==> src/rtl/act_unit_pipe.sv <==
// Multi-lane activation stage: ReLU / leaky ReLU / clamp / truncate with saturation,
// two-stage valid/ready pipeline. Optional saturation counter enabled by `define SAT_CNT_EN.
module act_unit_pipe #(
    parameter int DATA_WIDTH       = 16,
    parameter int WEIGHT_INT_WIDTH = 4,
    parameter int NUM_LANES        = 4,
    parameter int LEAK_SHIFT       = 3,
    parameter int CNT_WIDTH        = 16
) (
    input  logic                                clk,
    input  logic                                rstn,
    input  logic                                in_valid,
    output logic                                in_ready,
    input  logic [1:0]                          in_mode,
    input  logic [NUM_LANES*2*DATA_WIDTH-1:0]   in_x,
    output logic                                out_valid,
    input  logic                                out_ready,
    output logic [NUM_LANES*DATA_WIDTH-1:0]     out_y,
    output logic [NUM_LANES-1:0]                out_sat,
    input  logic                                sat_clr,
    output logic [CNT_WIDTH-1:0]                sat_count
);

    localparam int XW      = 2 * DATA_WIDTH;
    localparam int TW      = WEIGHT_INT_WIDTH + 1;
    localparam int SLC_LSB = XW - WEIGHT_INT_WIDTH - DATA_WIDTH;

    localparam logic [DATA_WIDTH-1:0] MAXP = {1'b0, {(DATA_WIDTH-1){1'b1}}};
    localparam logic [DATA_WIDTH-1:0] MAXN = {1'b1, {(DATA_WIDTH-1){1'b0}}};

    typedef enum logic [1:0] {
        MODE_RELU  = 2'd0,
        MODE_LEAKY = 2'd1,
        MODE_CLAMP = 2'd2,
        MODE_TRUNC = 2'd3
    } mode_e;

    logic                            adv;
    logic                            s1_valid_reg;
    mode_e                           s1_mode_reg;
    logic [NUM_LANES*DATA_WIDTH-1:0] s1_slice_reg;
    logic [NUM_LANES-1:0]            s1_sign_reg;
    logic [NUM_LANES-1:0]            s1_pos_ovf_reg;
    logic [NUM_LANES-1:0]            s1_neg_ovf_reg;

    logic [NUM_LANES*DATA_WIDTH-1:0] slice_next;
    logic [NUM_LANES-1:0]            sign_next;
    logic [NUM_LANES-1:0]            pos_ovf_next;
    logic [NUM_LANES-1:0]            neg_ovf_next;
    logic [NUM_LANES-1:0]            unused_lsbs;

    logic                            out_valid_reg;
    logic [NUM_LANES*DATA_WIDTH-1:0] out_y_reg;
    logic [NUM_LANES-1:0]            out_sat_reg;
    logic [NUM_LANES*DATA_WIDTH-1:0] y_next;
    logic [NUM_LANES-1:0]            sat_next;

    // Both stages advance together; a stalled output freezes the whole pipe.
    assign adv      = !out_valid_reg || out_ready;
    assign in_ready = adv;

    generate
        for (genvar gi = 0; gi < NUM_LANES; gi++) begin : g_s1_lane
            logic [XW-1:0] x;
            logic [TW-1:0] top;

            assign x   = in_x[gi*XW +: XW];
            assign top = x[XW-1 -: TW];

            assign sign_next[gi]                          = x[XW-1];
            assign pos_ovf_next[gi]                       = !x[XW-1] && (top != '0);
            assign neg_ovf_next[gi]                       = x[XW-1] && (top != '1);
            assign slice_next[gi*DATA_WIDTH +: DATA_WIDTH] = x[XW-1-WEIGHT_INT_WIDTH -: DATA_WIDTH];

            // Fractional bits below the output slice are dropped by design.
            if (SLC_LSB > 0) begin : g_lsb
                assign unused_lsbs[gi] = ^x[SLC_LSB-1:0];
            end else begin : g_no_lsb
                assign unused_lsbs[gi] = 1'b0;
            end
        end
    endgenerate

    always_ff @(posedge clk or negedge rstn) begin
        if (!rstn) begin
            s1_valid_reg   <= 1'b0;
            s1_mode_reg    <= MODE_RELU;
            s1_slice_reg   <= '0;
            s1_sign_reg    <= '0;
            s1_pos_ovf_reg <= '0;
            s1_neg_ovf_reg <= '0;
        end else if (adv) begin
            s1_valid_reg   <= in_valid;
            s1_mode_reg    <= mode_e'(in_mode);
            s1_slice_reg   <= slice_next;
            s1_sign_reg    <= sign_next;
            s1_pos_ovf_reg <= pos_ovf_next;
            s1_neg_ovf_reg <= neg_ovf_next;
        end
    end

    generate
        for (genvar gi = 0; gi < NUM_LANES; gi++) begin : g_s2_lane
            logic [DATA_WIDTH-1:0]        slice;
            logic                         neg;
            logic                         povf;
            logic                         novf;
            logic signed [DATA_WIDTH-1:0] leak_v;
            logic [DATA_WIDTH-1:0]        y_lane;
            logic                         sat_lane;

            assign slice = s1_slice_reg[gi*DATA_WIDTH +: DATA_WIDTH];
            assign neg   = s1_sign_reg[gi];
            assign povf  = s1_pos_ovf_reg[gi];
            assign novf  = s1_neg_ovf_reg[gi];

            always_comb begin
                y_lane   = slice;
                sat_lane = 1'b0;
                leak_v   = novf ? MAXN : slice;
                unique case (s1_mode_reg)
                    MODE_RELU, MODE_LEAKY: begin
                        if (!neg) begin
                            if (povf) begin
                                y_lane   = MAXP;
                                sat_lane = 1'b1;
                            end
                        end else if (s1_mode_reg == MODE_RELU) begin
                            y_lane = '0;
                        end else begin
                            y_lane   = leak_v >>> LEAK_SHIFT;
                            sat_lane = novf;
                        end
                    end
                    MODE_CLAMP: begin
                        if (povf) begin
                            y_lane   = MAXP;
                            sat_lane = 1'b1;
                        end else if (novf) begin
                            y_lane   = MAXN;
                            sat_lane = 1'b1;
                        end
                    end
                    MODE_TRUNC: begin
                        y_lane = slice;
                    end
                    default: begin
                        y_lane = slice;
                    end
                endcase
            end

            assign y_next[gi*DATA_WIDTH +: DATA_WIDTH] = y_lane;
            assign sat_next[gi]                        = sat_lane;
        end
    endgenerate

    always_ff @(posedge clk or negedge rstn) begin
        if (!rstn) begin
            out_valid_reg <= 1'b0;
            out_y_reg     <= '0;
            out_sat_reg   <= '0;
        end else if (adv) begin
            out_valid_reg <= s1_valid_reg;
            out_y_reg     <= y_next;
            out_sat_reg   <= sat_next;
        end
    end

    assign out_valid = out_valid_reg;
    assign out_y     = out_y_reg;
    assign out_sat   = out_sat_reg;

`ifdef SAT_CNT_EN
    localparam int POP_W = $clog2(NUM_LANES + 1);
    localparam int SUM_W = ((CNT_WIDTH > POP_W) ? CNT_WIDTH : POP_W) + 1;
    localparam logic [SUM_W-1:0] CNT_MAX = {{(SUM_W-CNT_WIDTH){1'b0}}, {CNT_WIDTH{1'b1}}};

    logic [CNT_WIDTH-1:0] sat_count_reg;
    logic [POP_W-1:0]     pop;
    logic [SUM_W-1:0]     sum;

    always_comb begin
        pop = '0;
        for (int i = 0; i < NUM_LANES; i++) begin
            pop = pop + POP_W'(out_sat_reg[i]);
        end
    end

    assign sum = SUM_W'(sat_count_reg) + SUM_W'(pop);

    // Clear has priority over a coincident handshake; the count sticks at all-ones.
    always_ff @(posedge clk or negedge rstn) begin
        if (!rstn) begin
            sat_count_reg <= '0;
        end else if (sat_clr) begin
            sat_count_reg <= '0;
        end else if (out_valid_reg && out_ready) begin
            sat_count_reg <= (sum > CNT_MAX) ? '1 : sum[CNT_WIDTH-1:0];
        end
    end

    assign sat_count = sat_count_reg;
`else
    logic unused_sat_clr;
    assign unused_sat_clr = sat_clr;
    assign sat_count      = '0;
`endif

endmodule
==> config.mk <==
export PLATFORM = sky130hd
export DESIGN_NAME = act_unit_pipe
export DESIGN_NICKNAME = d
export VERILOG_FILES = /design/src/rtl/act_unit_pipe.sv
export SDC_FILE = /design/constraint.sdc
export NUM_CORES = 1
export LEC_CHECK = 0
export ABC_AREA = 1
export CAP_MARGIN = 20
export CORE_ASPECT_RATIO = 0.5
export CORE_MARGIN = 3
export CORE_UTILIZATION = 30
export CTS_CLUSTER_SIZE = 40
export DETAILED_ROUTE_END_ITERATION = 8
export HOLD_SLACK_MARGIN = 0.1
export PLACE_DENSITY = 0.56
export SETUP_SLACK_MARGIN = 0.1
export SLEW_MARGIN = 5
export SYNTH_ARGS = -nofsm -noshare
export SYNTH_HDL_FRONTEND = slang
export SYNTH_SLANG_ARGS = --single-unit
export TNS_END_PERCENT = 1
==> constraint.sdc <==
create_clock -name clk -period 1.8 [get_ports clk]
set_input_delay 0.27 -clock clk [delete_from_list [all_inputs] [get_ports clk]]
set_output_delay 0.27 -clock clk [all_outputs]
set_load 0.01 [all_outputs]
==> results.yml, run 1 <==
clock_network:
  cts_tree: "done"
  clk_pin_slew_worst_paths_ps: 70
  clockRootBuffer: "clkbuf_16"
  htreeDepth: 4
  numCtsBuffers: 17
  clock_latency_ps: 420
  cts.path.max_buffers: 2
  cts_setup_buffers: 0
  clock-sinks: 148
worst_setup_path:
  worst_setup_path_start_kind: "register"
  cp_data_arrival_time_ps: 1380
  path_class: "register to output port"
  slowest_delay_ps: 600
  crit_chain: "clkdlybuf4s50_1"
  cp_slowest_cell: "clkdlybuf4s50_1"
  path_delay_family: "buffers and inverters"
  required_ps: 1530
  cp-end-kind: "output port"
  critPathBufInv: 1
  cp_max_fo: 2
finish:
  layout_common_cells: "408 x nand2_1, 186 x nor2_1, 152 x clkdlybuf4s50_1, 147 x dfrtp_1, 142 x a21oi_1"
  fin_area_mm2: 0.0107
  final_common_cell: "nand2_1"
  area_growth_pct: 33.1
  drive_gt1_share_pct: 6.30
  final_util_pct: 41.6
  finalNetCount: 1457
  diodes: 0
synthesis:
  yosysTopAreaCell: "dfrtp_1"
  synth_edf_count: 0
  synth_top_cell_area_share_pct: 46.0
  ys.flop_type: "dfrtp_1"
  yosys-top-cells-area: "dfrtp_1 46%, nand2_1 19%, a21oi_1 8.8%"
  synth_warnings: 0
  synth_cells: 1171
  syn_area_per_cell_um2: 6.88
  synthesis.area_mm2: 0.00806
  async_reset_ff_share_pct: 100
  seq_area_frac_synth_pct: 46.0
  synth_cell_types: 22
  yosys_register_bits: 148
place:
  gp_congestion: 0.823
  io_buffers: 155
  pre_cts_ws_ps: 59.9
  placed_cell_area_mm2: 0.0101
  dpl.hpwl_um: 17200
timing:
  setup_viol: 0
  period_minus_slack_ps: 1650
  fin_skew_ps: 8.74
  fin_ws_ps: 151
  rsz0062_at_grt: "true"
  slew_violations: 0
  fmax_mhz: 606
  timing.final.hold_violations: 0
  post-route-period-util_pct: 91.6
  slew-limit-headroom_pct: 65.4
  final.setup.tns_ps: 0
  hold_ws_ps: 353
  worstMarginPinSlew_ps: 519
run_status:
  outcome: "completed"
routing:
  postRouteAntennaNets: 0
  finalWirelength_um: 24800
  wl_per_cell_um: 14.8
  drc: 0
  via_count: 7878
  drt-pass1-iter-count: 5
  drtIter0Drc: 635
  vias_per_cell: 4.69
global_route:
  grt_pass1_vias: 7742
  grt_pass1_wl_um: 40300
  antenna_found_initial: 0
  grt-ovfl-total: 0
  grtUsageTotal_pct: 17.4
  grt_max_degree: 73
die:
  die_area_mm2: 0.0290
  die_h_um: 122
  core_area_mm2: 0.0258
  rows: 41
  num_io_pins: 221
  die_w_um: 238
  start_util_pct: 31.2
pwr:
  combPwrFrac_pct: 33.0
  intPower_mw: 8.21
  ir_drop_v: 0.000713
  seqPwrFrac_pct: 36.7
  leakagePower_nw: 5.19
  p_sw_mw: 4.14
  clkPwrFrac_pct: 30.3
  p_per_area_mw_per_mm2: 1150
  switching_share_pct: 33.5
min_path:
  hp-class: "primary input to asynchronous set/reset pin"
flow_run:
  drv_cap: 0
==> cell usage after synthesis (2+ instances only) <==
library cell  count
inv_2             3
nand3_1          10
nand3_2           2
dfrtp_1         148
inv_1            80
o21ai_0          96
nand2_1         409
buf_6             2
nand4_1           4
nor3_1            3
buf_2            30
a21oi_1         142
nand2_2           3
nor2_1          186
clkbuf_1         21
buf_4            26
==> power groups by stage <==
stage               clock (mW)  combinational (mW)  sequential [mW]
finish                    3.75                4.08             4.53
global placement             0                4.08             4.57
CTS                       3.83                4.12             4.54
detailed placement           0                4.09             4.59
floorplan                    0                1.95             4.68
global route              3.99                4.55             4.63
==> metrics by stage <==
step | cells | power (mW)
final | 1678 | 12.4
after global routing | 1678 | 13.2
after CTS | 1678 | 12.5
after detailed placement | 1646 | 8.68
after global placement | 1646 | 8.64
after floorplan | 1186 | 6.63
==> worst register-to-register path: stages (launching register included) <==
cell     delay, ps
dfrtp_2        480
inv_2          110
buf_4          200
a21oi_1        430
a21oi_1        130
a21oi_1        160
==> final timing paths <==
path                               endpoint  cells after the start  slack [ps]           start
min in group clk           s1_slice_reg[17]                      3         400        in_x[45]
max                                out_y[0]                      1         150        out_y[0]
min                               out_y[21]                      2         350            rstn
min reg2reg                       out_valid                      2         450    s1_valid_reg
max reg2reg                       out_y[33]                      5         230  s1_mode_reg[1]
max in group asynchronous   s1_slice_reg[5]                      3         820            rstn
==> layer usage <==
metal | track usage (%) | vias to the layer above | wire length [µm]
met5 | 0 | - | 0
met4 | 5.08 | 0 | 393
met3 | 3.66 | 23 | 1350
met2 | 29.7 | 210 | 12100
met1 | 22.4 | 3701 | 11000
li1 | - | 3944 | -
==> repair_timing <==
action	4_1_cts	5_1_grt
hold buffers	1	0
endpoints found under the setup margin	1	2
resized for setup	1	1
hold endpoints to repair	39	0
==> logic make-up after synthesis <==
family | count (synthesis) | synth area share [%]
AO/OA/AOI/OAI | 239 | 14.9
flip-flops | 148 | 46.0
other | 1 | 0.0465
AND/OR/NAND/NOR | 619 | 29.6
buffers and inverters | 164 | 9.52
==> final cells by class <==
class	instances	area [µm²]
Clock buffer	23	488
Clock inverter	8	124
Fill cell	2632	15100
Inverter	83	312
Multi-Input combinational cell	874	3650
Sequential cell	148	3700
Tap cell	344	430
Timing Repair Buffer	198	2020
No activity file was read; power rests on OpenSTA's default activity.
==> inputs of run 2 (changes only) <==
--- a/config.mk
+++ b/config.mk
@@ -12,6 +12,7 @@
 export CORE_UTILIZATION = 30
 export CTS_CLUSTER_SIZE = 40
 export DETAILED_ROUTE_END_ITERATION = 8
+export GPL_TIMING_DRIVEN = 1
 export HOLD_SLACK_MARGIN = 0.1
 export PLACE_DENSITY = 0.56
 export SETUP_SLACK_MARGIN = 0.1
==> results of run 2 <==
Same layout as run 1: the final DEF is identical, and so are final timing and power.
==> inputs of run 3 (changes only) <==
--- a/config.mk
+++ b/config.mk
@@ -10,6 +10,7 @@
 export CORE_ASPECT_RATIO = 0.5
 export CORE_MARGIN = 3
 export CORE_UTILIZATION = 30
+export CTS_BUF_LIST = sky130_fd_sc_hd__clkbuf_16
 export CTS_CLUSTER_SIZE = 40
 export DETAILED_ROUTE_END_ITERATION = 8
 export GPL_TIMING_DRIVEN = 1
==> results.yml, run 3 (synthesis gave the netlist of run 1 again) <==
finish:
  layout_common_cells: "408 x nand2_1, 186 x nor2_1, 152 x clkdlybuf4s50_1, 147 x dfrtp_1, 142 x a21oi_1"
  fillers: 2640
  fin_area_mm2: 0.0107
  multi_input_area_mm2: 0.00365
  final_common_cell: "nand2_1"
  drive_gt1_share_pct: 6.00
  diodes: 0
  finalNetCount: 1457
  regArea_mm2: 0.00370
  area_growth_pct: 32.6
die:
  rows: 41
  num_io_pins: 221
  die_h_um: 122
  core_area_mm2: 0.0258
  die_area_mm2: 0.0290
  start_util_pct: 31.2
  die_w_um: 238
timing:
  slew_violations: 0
  worstMarginPinSlew_ps: 526
  period_minus_slack_ps: 1650
  hold_ws_ps: 348
  fmax_mhz: 607
  slew-limit-headroom_pct: 64.9
  timing.final.hold_violations: 0
  rsz0062_at_grt: "false"
  final.setup.tns_ps: 0
  post-route-period-util_pct: 91.6
  setup_viol: 0
  fin_skew_ps: 9.14
global_route:
  grt_max_degree: 73
  grt-ovfl-total: 0
  antenna_found_initial: 0
  grt_pass1_vias: 7712
  grtUsageTotal_pct: 17.3
  grt_pass1_wl_um: 40200
pwr:
  leakagePower_nw: 5.18
  ir_drop_v: 0.000705
  seqPwrFrac_pct: 37.3
  p_sw_mw: 4.13
  clkPwrFrac_pct: 29.3
  switching_share_pct: 34.0
  intPower_mw: 8.03
  p_total_mw: 12.2
  combPwrFrac_pct: 33.5
  p_per_area_mw_per_mm2: 1140
min_path:
  hp-class: "primary input to asynchronous set/reset pin"
worst_setup_path:
  r2r_setup_slack_ps: 240
  rr_startpoint: "s1_mode_reg[1]"
  critPathBufInv: 1
  path_class: "register to output port"
  required_ps: 1530
  worst_setup_path_start_kind: "register"
  r2r-end: "out_y[33]"
  cp_slowest_cell: "clkdlybuf4s50_1"
  path_delay_family: "buffers and inverters"
  slowest_delay_ps: 600
  cp-end-kind: "output port"
  cp_max_fo: 2
  cp_data_arrival_time_ps: 1380
  crit_chain: "clkdlybuf4s50_1"
  ff2ff_path_depth: 5
routing:
  drt-pass1-iter-count: 5
  wl_met2_um: 12100
  highest_layer: "met4"
  drc: 0
  wl_per_cell_um: 14.8
  finalWirelength_um: 24800
  dr_wl_met3_um: 1190
  vias_per_cell: 4.67
  wl_met1_um: 11100
  drtIter0Drc: 689
  via_count: 7844
  postRouteAntennaNets: 0
place:
  dpl.hpwl_um: 17200
  placed_cell_area_mm2: 0.0101
  gp_congestion: 0.823
  io_buffers: 155
flow_run:
  drv_cap: 0
clock_network:
  cts_setup_buffers: 0
  cts.path.max_buffers: 2
  clockRootBuffer: "clkbuf_16"
  clk_pin_slew_worst_paths_ps: 60
  htreeDepth: 4
  numCtsBuffers: 17
  cts_tree: "done"
  clock_latency_ps: 420
  clock-sinks: 148
run_status:
  outcome: "completed"
run 3: cell types whose count changed in the layout (fill, tap and decap cells not counted), sizes merged:
cell	before	now
clkinv	3	7
clkbuf	23	17
inv	83	85
run 3: layout make-up:
class                      count  area share, %
sequential                   148           34.7
timing repair buffer         198           18.9
clock inverter                14           1.37
multi-input combinational    874           34.2
inverter                      83           2.92
clock buffer                  17           3.98
tap                          344           4.03
run 3: power groups by stage:
stage / Combinational (mW) / Clock (mW) / Sequential, mW
global placement: 4.08 / 0 / 4.57
floorplan: 1.95 / 0 / 4.68
detailed placement: 4.09 / 0 / 4.59
finish: 4.07 / 3.56 / 4.53
CTS: 4.12 / 3.63 / 4.54
global route: 4.55 / 3.80 / 4.63
run 3: worst max path at each step:
stage,startpoint,end,depth (start not counted)
floorplan,out_valid,in_ready,4
global route,out_valid,out_valid,1
detailed placement,out_ready,out_y[48],7
finish,out_y[0],out_y[0],1
CTS,out_y[0],out_y[0],1
global placement,out_ready,out_y[33],7
run 3: routing by layer:
layer	GRT usage (%)	up-vias
li1	-	3945
met2	29.5	180
met1	22.5	3695
met3	3.64	24
met4	4.67	0
met5	0	-
run 3: per-stage QoR:
stage / setup slack (ps) / util, % / instances
2_1_floorplan: 492 / - / 1186
5_1_grt: 101 / 41.4 / 1678
3_5_place_dp: 59.9 / 39.2 / 1646
6_report: 152 / 41.4 / 1678
3_3_place_gp: 58.4 / 39.2 / 1646
4_1_cts: 121 / 41.4 / 1678
run 3: repair_timing:
action,4_1_cts,5_1_grt
hold endpoints to repair,39,0
resized for setup,1,1
hold buffers,1,0
endpoints found under the setup margin,1,1
